**src/rtl/bcd_pkg.sv**
```systemverilog
`default_nettype none
// ============================================================================
// Module      : bcd_pkg
// Description : Shared state encoding and BCD digit width for the serial
//               binary-to-BCD converter.
// Revision    : 1.0 - initial release
// ============================================================================
package bcd_pkg;

    localparam int c_bcd_w = 4;

    typedef enum logic [1:0] {
        ST_IDLE  = 2'd0,
        ST_SHIFT = 2'd1,
        ST_DONE  = 2'd2
    } state_t;

endpackage
`default_nettype wire

```
**src/rtl/bcd_digit_adj.sv**
```systemverilog
`default_nettype none
// ============================================================================
// Module      : bcd_digit_adj
// Description : Double-dabble digit correction: add 3 when the digit is >= 5.
// Revision    : 1.0 - initial release
// ============================================================================
module bcd_digit_adj
    import bcd_pkg::*;
(
    input  logic [c_bcd_w-1:0] i_digit,
    output logic [c_bcd_w-1:0] o_digit
);

    always_comb begin
        o_digit = i_digit;
        if (i_digit >= c_bcd_w'(5)) begin
            o_digit = i_digit + c_bcd_w'(3);
        end
    end

endmodule
`default_nettype wire

```
**src/rtl/binary_to_bcd_serial.sv**
```systemverilog
`default_nettype none
// ============================================================================
// Module      : binary_to_bcd_serial
// Description : Serial (one bit per clock) double-dabble binary-to-BCD
//               converter with overflow detection.
// Revision    : 1.0 - initial release
// ============================================================================
module binary_to_bcd_serial
    import bcd_pkg::*;
#(
    parameter int WIDTH  = 7,
    parameter int DIGITS = 3
) (
    input  logic                        i_clk,
    input  logic                        i_rst,
    input  logic                        i_start,
    input  logic [WIDTH-1:0]            i_binary,
    output logic                        o_busy,
    output logic                        o_done,
    output logic [c_bcd_w*DIGITS-1:0]   o_bcd,
    output logic                        o_overflow
);

    localparam int c_cnt_w  = $clog2(WIDTH + 1);
    localparam int c_scr_w  = c_bcd_w * DIGITS;

    state_t                 r_state;
    state_t                 w_next_state;
    logic [WIDTH-1:0]       r_bin;
    logic [c_scr_w-1:0]     r_scratch;
    logic [c_cnt_w-1:0]     r_cnt;
    logic                   r_ovf_acc;
    logic [c_scr_w-1:0]     r_bcd;
    logic                   r_ovf;

    logic [c_scr_w-1:0]     w_adj;
    logic [c_scr_w-1:0]     w_shifted;
    logic                   w_out_bit;
    logic                   w_accept;
    logic                   w_last;

    generate
        for (genvar g = 0; g < DIGITS; g++) begin : g_digit
            bcd_digit_adj u_adj (
                .i_digit (r_scratch[g*c_bcd_w +: c_bcd_w]),
                .o_digit (w_adj[g*c_bcd_w +: c_bcd_w])
            );
        end
    endgenerate

    // Shift the adjusted scratch left, pulling in the next binary MSB;
    // the bit leaving the top digit flags a value >= 10^DIGITS.
    assign w_shifted = {w_adj[c_scr_w-2:0], r_bin[WIDTH-1]};
    assign w_out_bit = w_adj[c_scr_w-1];
    assign w_accept  = i_start && (r_state != ST_SHIFT);
    assign w_last    = (r_cnt == c_cnt_w'(1));

    always_ff @(posedge i_clk) begin
        if (i_rst) begin
            r_state <= ST_IDLE;
        end else begin
            r_state <= w_next_state;
        end
    end

    always_comb begin
        w_next_state = r_state;
        case (r_state)
            ST_IDLE:  if (i_start) w_next_state = ST_SHIFT;
            ST_SHIFT: if (w_last)  w_next_state = ST_DONE;
            ST_DONE:  w_next_state = i_start ? ST_SHIFT : ST_IDLE;
            default:  w_next_state = ST_IDLE;
        endcase
    end

    always_comb begin
        o_busy = (r_state == ST_SHIFT);
        o_done = (r_state == ST_DONE);
    end

    always_ff @(posedge i_clk) begin
        if (i_rst) begin
            r_bin     <= '0;
            r_scratch <= '0;
            r_cnt     <= '0;
            r_ovf_acc <= 1'b0;
            r_bcd     <= '0;
            r_ovf     <= 1'b0;
        end else if (w_accept) begin
            r_bin     <= i_binary;
            r_scratch <= '0;
            r_cnt     <= c_cnt_w'(WIDTH);
            r_ovf_acc <= 1'b0;
        end else if (r_state == ST_SHIFT) begin
            r_scratch <= w_shifted;
            r_bin     <= r_bin << 1;
            r_ovf_acc <= r_ovf_acc | w_out_bit;
            if (r_cnt != '0) begin
                r_cnt <= r_cnt - c_cnt_w'(1);
            end
            if (w_last) begin
                r_bcd <= w_shifted;
                r_ovf <= r_ovf_acc | w_out_bit;
            end
        end
    end

    assign o_bcd      = r_bcd;
    assign o_overflow = r_ovf;

endmodule
`default_nettype wire
```
**config.mk**
```make
export PLATFORM = sky130hd
export DESIGN_NAME = binary_to_bcd_serial
export DESIGN_NICKNAME = d
export VERILOG_FILES = /design/src/rtl/bcd_pkg.sv /design/src/rtl/bcd_digit_adj.sv /design/src/rtl/binary_to_bcd_serial.sv
export SDC_FILE = /design/constraint.sdc
export NUM_CORES = 1
export LEC_CHECK = 0
export CAP_MARGIN = 15
export CORE_MARGIN = 2
export CORE_UTILIZATION = 55
export DETAILED_ROUTE_END_ITERATION = 6
export GPL_TIMING_DRIVEN = 0
export HOLD_SLACK_MARGIN = 0.1
export PLACE_DENSITY_LB_ADDON = 0.3
export SKIP_CTS_REPAIR_TIMING = 1
export SLEW_MARGIN = 20
export SYNTH_ARGS = -nofsm -noshare
export SYNTH_HDL_FRONTEND = slang
export SYNTH_HIERARCHICAL = 1
export SYNTH_SLANG_ARGS = --single-unit
```
**constraint.sdc**
```tcl
create_clock -name i_clk -period 2.8 [get_ports i_clk]
set_clock_uncertainty 0.05 [all_clocks]
set_input_delay 0.28 -clock i_clk [delete_from_list [all_inputs] [get_ports i_clk]]
set_output_delay 0.28 -clock i_clk [all_outputs]
set_load 0.02 [all_outputs]
```
==> results.json, run 1 <==
{
  "ys_seq_area_share_pct": 42.61,
  "max_freq_mhz": 447.0,
  "synth_compound_area_share_pct": 20.81,
  "cts.clk_slew.worst_paths_ns": 0.11,
  "grt_pass1_vias": 1345,
  "antenna_found_initial": 0,
  "layout_common_cells": "dfxtp_1, nand2_1, clkdlybuf4s50_1",
  "multi_input_area_um2": 918.4,
  "synth_fa_ha_area_share_pct": 6.307,
  "synth_mux_area_share_pct": 5.606,
  "power_density_mw_per_mm2": 469.7,
  "power.share.switching_pct": 26.54,
  "cts_inserted_buffers": 5,
  "met3_usage_pct": 6.183,
  "p_sw_mw": 0.2669,
  "clockRootBuffer": "clkbuf_4",
  "grt_pass1_wl_um": 6154,
  "die-area_mm2": 0.003718,
  "diodes": 0,
  "synth_area_mm2": 0.001785,
  "utilization_pct": 69.55,
  "die_x_um": 60.98,
  "gp_congestion": 0.8063,
  "synth_nets": 215,
  "worst_setup_path_end_kind": "output port",
  "ant_nets": 0,
  "peakVddDrop_uv": 373.2,
  "hold_viol": 0,
  "grtUsageMet2_pct": 36.41,
  "core-area_mm2": 0.003078,
  "grt_max_degree": 12,
  "syn_inst": 196,
  "hold_path.class": "reg -> reg",
  "drt_iter0_drc": 79,
  "crit_required_ns": 2.47,
  "fin_tns_setup_ns": 0,
  "hpwl_um": 2615,
  "grt_util_met1_pct": 29.13,
  "port_buffers": 24,
  "yosys.area_share.simple_pct": 17.24,
  "rsz0062_at_grt": "false",
  "critical_path_class": "reg -> out",
  "clkPwrFrac_pct": 29.9,
  "num_vias": 1460,
  "setup_viol": 0,
  "combPwrFrac_pct": 13.1,
  "crit_arrival_ns": 1.91,
  "gr-max-usage-layer": "met2",
  "yosys.area_share.xor_xnor_pct": 1.472,
  "max-clock-path-buffers": 2,
  "reg2reg_from": "r_cnt[1]$_SDFFE_PP0P_",
  "start_kind": "flip-flop",
  "grt-ovfl-total": 0,
  "status": "complete, no violations",
  "clock_latency_ns": 0.34,
  "seq_power_share_pct": 57.0,
  "rows": 20,
  "synth_top_family_by_area": "compound AO/OA/AOI/OAI gates",
  "cp_max_fo": 10,
  "syn_area_per_cell_um2": 9.110,
  "maxSlewViolCount": 0,
  "cts_sinks": 38,
  "final_common_cell": "dfxtp_1",
  "area_delta_synth_final_pct": 19.90,
  "htree_levels": 2,
  "yosysWarnings": 6,
  "die_h_um": 60.98,
  "routedWlPerCell_um": 13.70,
  "avgViaCountPerCell": 5.368,
  "worstSetupStartpoint": "r_state[1]$_SDFFE_PP0P_",
  "cts_tree": "done",
  "tightest_slew_ns": 0.4118,
  "firstDrtPassIters": 4,
  "nFillCells": 262,
  "fin_crit_ns": 2.237,
  "synth_cell_type_count": 29,
  "cap_viol_max_count": 0,
  "fin_crit_sh_pct": 79.90,
  "drive_gt1_share_pct": 13.60,
  "min-delay-start": "o_bcd[9]$_SDFFE_PP0P_",
  "power.internal_mw": 0.7385,
  "ys_ff_latch": 38,
  "drc": 0,
  "slew_headroom_pct": 72.55,
  "track_usage_pct": 22.38,
  "p_leak_nw": 0.8286,
  "seq_area_um2": 760.7,
  "nets": 246,
  "wirelength_um": 3727,
  "num_io_pins": 25,
  "start_util_pct": 58.01
}
## final cells by class
type	count	share of cell area [%]
multi-input combinational	138	42.90
sequential	38	35.53
timing repair buffer	24	11.22
buffer	9	3.039
clock buffer	7	2.572
tap	44	2.572
inverter	11	1.929
clock inverter	1	0.2338
## flip-flops by register name (all words and copies together), names as in the netlist
name and flops:
o_bcd 12, o_overflow 1, r_bin 7, r_cnt 3, r_ovf_acc 1, r_scratch 12, r_state 2
## power groups by stage
| stage | logic (mW) | clock network, mW | registers (mW) |
|---|---|---|---|
| after floorplan | 0.0889 | 0 | 0.582 |
| after global placement | 0.128 | 0 | 0.584 |
| after detailed placement | 0.131 | 0 | 0.585 |
| after CTS | 0.132 | 0.303 | 0.573 |
| after global routing | 0.147 | 0.330 | 0.575 |
| final | 0.132 | 0.300 | 0.573 |
## metrics by stage
| step | setup WS [ns] | cells | power, mW | area, um2 | hold WS (ns) |
|---|---|---|---|---|---|
| 4_1_cts | 0.5513 | 272 | 1.007 | 2141 | 0.4358 |
| 5_1_grt | 0.4580 | 272 | 1.052 | 2141 | 0.4595 |
| 2_1_floorplan | 1.405 | 196 | 0.6709 | 1785 | 0.3852 |
| 3_5_place_dp | 0.9301 | 264 | 0.7164 | 2081 | 0.4082 |
| 3_3_place_gp | 0.9181 | 264 | 0.7113 | 2081 | 0.4001 |
| 6_report | 0.5627 | 272 | 1.005 | 2141 | 0.4369 |
## path summary, 6_finish.rpt
check / end / slack (ns) / depth (start not counted)
setup / recovery: o_busy / 0.56 / 4
hold reg to reg: o_bcd[9]$_SDFFE_PP0P_ / 0.44 / 1
setup reg to reg: o_bcd[2]$_SDFFE_PP0P_ / 1.17 / 6
hold / removal: o_bcd[9]$_SDFFE_PP0P_ / 0.44 / 1
## per-layer routing
layer / vias to the layer above / wire, um
li1: 729 / -
met1: 697 / 1811
met2: 30 / 1740
met3: 4 / 153
met4: 0 / 22
met5: - / 0
## kinds of logic (layout without fill, tap and decap cells)
| group | count (synthesis) | in the layout |
|---|---|---|
| simple gates | 66 | 66 |
| flops | 38 | 38 |
| compound gates | 50 | 50 |
| mux | 10 | 10 |
| xor+xnor | 3 | 3 |
| fa+ha+maj | 9 | 9 |
| buf+inv | 20 | 52 |
## cell usage after synthesis (all sizes together)
library cell / count / area (um2)
a211oi: 7 / 52.55
a21o: 1 / 7.510
a21oi: 17 / 130.1
a22o: 12 / 105.1
a31oi: 3 / 18.77
and2: 2 / 12.51
and4bb: 1 / 16.27
buf: 8 / 61.31
clkbuf: 1 / 3.750
dfxtp: 38 / 760.7
ha: 9 / 112.6
inv: 11 / 41.29
mux2i: 10 / 100.1
nand2: 37 / 138.9
nand2b: 9 / 56.30
nor2: 13 / 51.30
nor2b: 2 / 20.02
nor3: 1 / 5.000
o21ai: 8 / 40.03
o31a: 2 / 17.52
or4: 1 / 7.510
xnor2: 3 / 26.28
## worst max-delay path, stage by stage, from the launching register on
cell and delay (ns):
dfxtp_1 0.33, nand2b_1 0.18, inv_2 0.16, buf_2 0.25
clkdlybuf4s50_1 0.64
Power figures use the tool's default switching activity.
==> inputs of run 2 (changes only) <==
CORE_UTILIZATION = 53   (was 55)
clock period = 2.2 ns   (was 2.8 ns; I/O delays follow)
==> results.json, run 2 (synthesized netlist as in run 1, its figures left out) <==
{
  "status": "complete, no violations",
  "port_buffers": 24,
  "fin_crit_ns": 1.814,
  "drc": 0,
  "start_kind": "flip-flop",
  "wl_met3_um": 157,
  "setup_viol": 0,
  "cts.clk_slew.worst_paths_ns": 0.11,
  "final_common_cell": "dfxtp_1",
  "die_h_um": 62.04,
  "hold_viol": 0,
  "nets": 246,
  "die-area_mm2": 0.003849,
  "grt_pass1_vias": 1328,
  "reg2reg_from": "r_scratch[5]$_SDFFE_PP0P_",
  "p_leak_nw": 0.8469,
  "cts_sinks": 38,
  "maxSlewViolCount": 0,
  "cp_max_fo": 10,
  "fin_area_mm2": 0.002161,
  "die_x_um": 62.04,
  "max_freq_mhz": 551.3,
  "cts_tree": "done",
  "num_io_pins": 25,
  "rows": 21,
  "tightest_slew_ns": 0.3984,
  "clockRootBuffer": "clkbuf_4",
  "crit_required_ns": 1.93,
  "slew_headroom_pct": 73.44,
  "core-area_mm2": 0.003284,
  "clock_latency_ns": 0.35,
  "avgViaCountPerCell": 5.179,
  "whs_ns": 0.4327,
  "peakVddDrop_uv": 336.7,
  "grt_pass1_wl_um": 5775,
  "endpoint": "o_busy",
  "worstSetupStartpoint": "r_state[1]$_SDFFE_PP0P_",
  "drt_iter0_drc": 103,
  "hold_path.class": "reg -> reg",
  "routedWlPerCell_um": 12.47,
  "antenna_found_initial": 0,
  "grt-ovfl-total": 0,
  "r2r_end": "r_scratch[6]$_SDFFE_PP0P_",
  "r2r_setup_slack_ns": 0.64,
  "htree_levels": 2,
  "diodes": 0,
  "start_util_pct": 54.36,
  "gp_congestion": 0.7641,
  "nFillCells": 283,
  "fin_crit_sh_pct": 82.44,
  "num_vias": 1419,
  "max-clock-path-buffers": 2,
  "critical_path_class": "reg -> out",
  "worst_setup_path_end_kind": "output port",
  "placed_area_mm2": 0.002083,
  "track_usage_pct": 20.75,
  "layout_common_cells": "dfxtp_1, nand2_1, clkdlybuf4s50_1",
  "hpwl_um": 2424,
  "cts_inserted_buffers": 5,
  "highest-signal-layer": "met4",
  "r2r_cells": 7,
  "cap_viol_max_count": 0,
  "rsz0062_at_grt": "false",
  "drive_gt1_share_pct": 13.16,
  "wl_met2_um": 1623,
  "ant_nets": 0,
  "fin_tns_setup_ns": 0,
  "grt_max_degree": 12,
  "firstDrtPassIters": 4,
  "crit_arrival_ns": 1.54,
  "met1_length_um": 1579,
  "wirelength_um": 3417,
  "power_density_mw_per_mm2": 627.6,
  "area_delta_synth_final_pct": 21.02
}
## run 2: cell count changes in the layout (fill, tap and decap cells not counted), sizes merged
cell	change
dlymetal6s2s	+1
bufinv	+1
clkdlybuf4s50	-1
clkinv	-1
## run 2: through the flow
step,cells,util [%],setup WS (ns),power [mW]
finish,274,65.79,0.3863,1.356
global placement,266,63.43,0.3738,0.9085
detailed placement,266,63.43,0.3705,0.9109
floorplan,196,-,0.8048,0.8538
CTS,274,65.71,-0.02330,1.374
global route,274,65.79,0.2726,1.426
## run 2: cell type report
class / instances / area [um2] / area share (%)
inverter: 11 / 41.29 / 1.911
clock inverter: 1 / 30.03 / 1.390
sequential: 38 / 760.7 / 35.21
timing repair buffer: 24 / 242.7 / 11.23
multi-input combinational: 138 / 918.4 / 42.50
clock buffer: 7 / 45.04 / 2.085
tap: 46 / 57.56 / 2.664
buffer: 9 / 65.06 / 3.011
## run 2: report_power, final
group,internal (mW),switching (mW)
registers,0.712,0.0159
clock network,0.241,0.221
logic,0.0727,0.0932
## run 2: per-layer routing
layer / GRT usage [%] / vias to the layer above
met2: 34.52 / 24
met5: 0 / -
met3: 6.004 / 7
met1: 25.03 / 655
met4: 8.511 / 0
li1: - / 733
## run 2: worst min-delay path by stage
stage	from	end	slack (ns)	depth (start not counted)
after floorplan	i_rst	r_cnt[0]$_SDFFE_PP0P_	0.33	2
after global placement	r_ovf_acc$_SDFFE_PP0P_	r_ovf_acc$_SDFFE_PP0P_	0.40	2
after detailed placement	r_ovf_acc$_SDFFE_PP0P_	r_ovf_acc$_SDFFE_PP0P_	0.41	2
after CTS	r_scratch[1]$_SDFFE_PP0P_	r_scratch[1]$_SDFFE_PP0P_	0.43	2
after global routing	r_cnt[1]$_SDFFE_PP0P_	r_cnt[1]$_SDFFE_PP0P_	0.45	1
final	r_ovf_acc$_SDFFE_PP0P_	r_ovf_acc$_SDFFE_PP0P_	0.43	2
## run 2: critical path, cell delays in order (launching register included)
cell and delay (ns):
dfxtp_1 0.33, nand2b_1 0.19, inv_2 0.17, buf_2 0.25, dlymetal6s2s_1 0.26
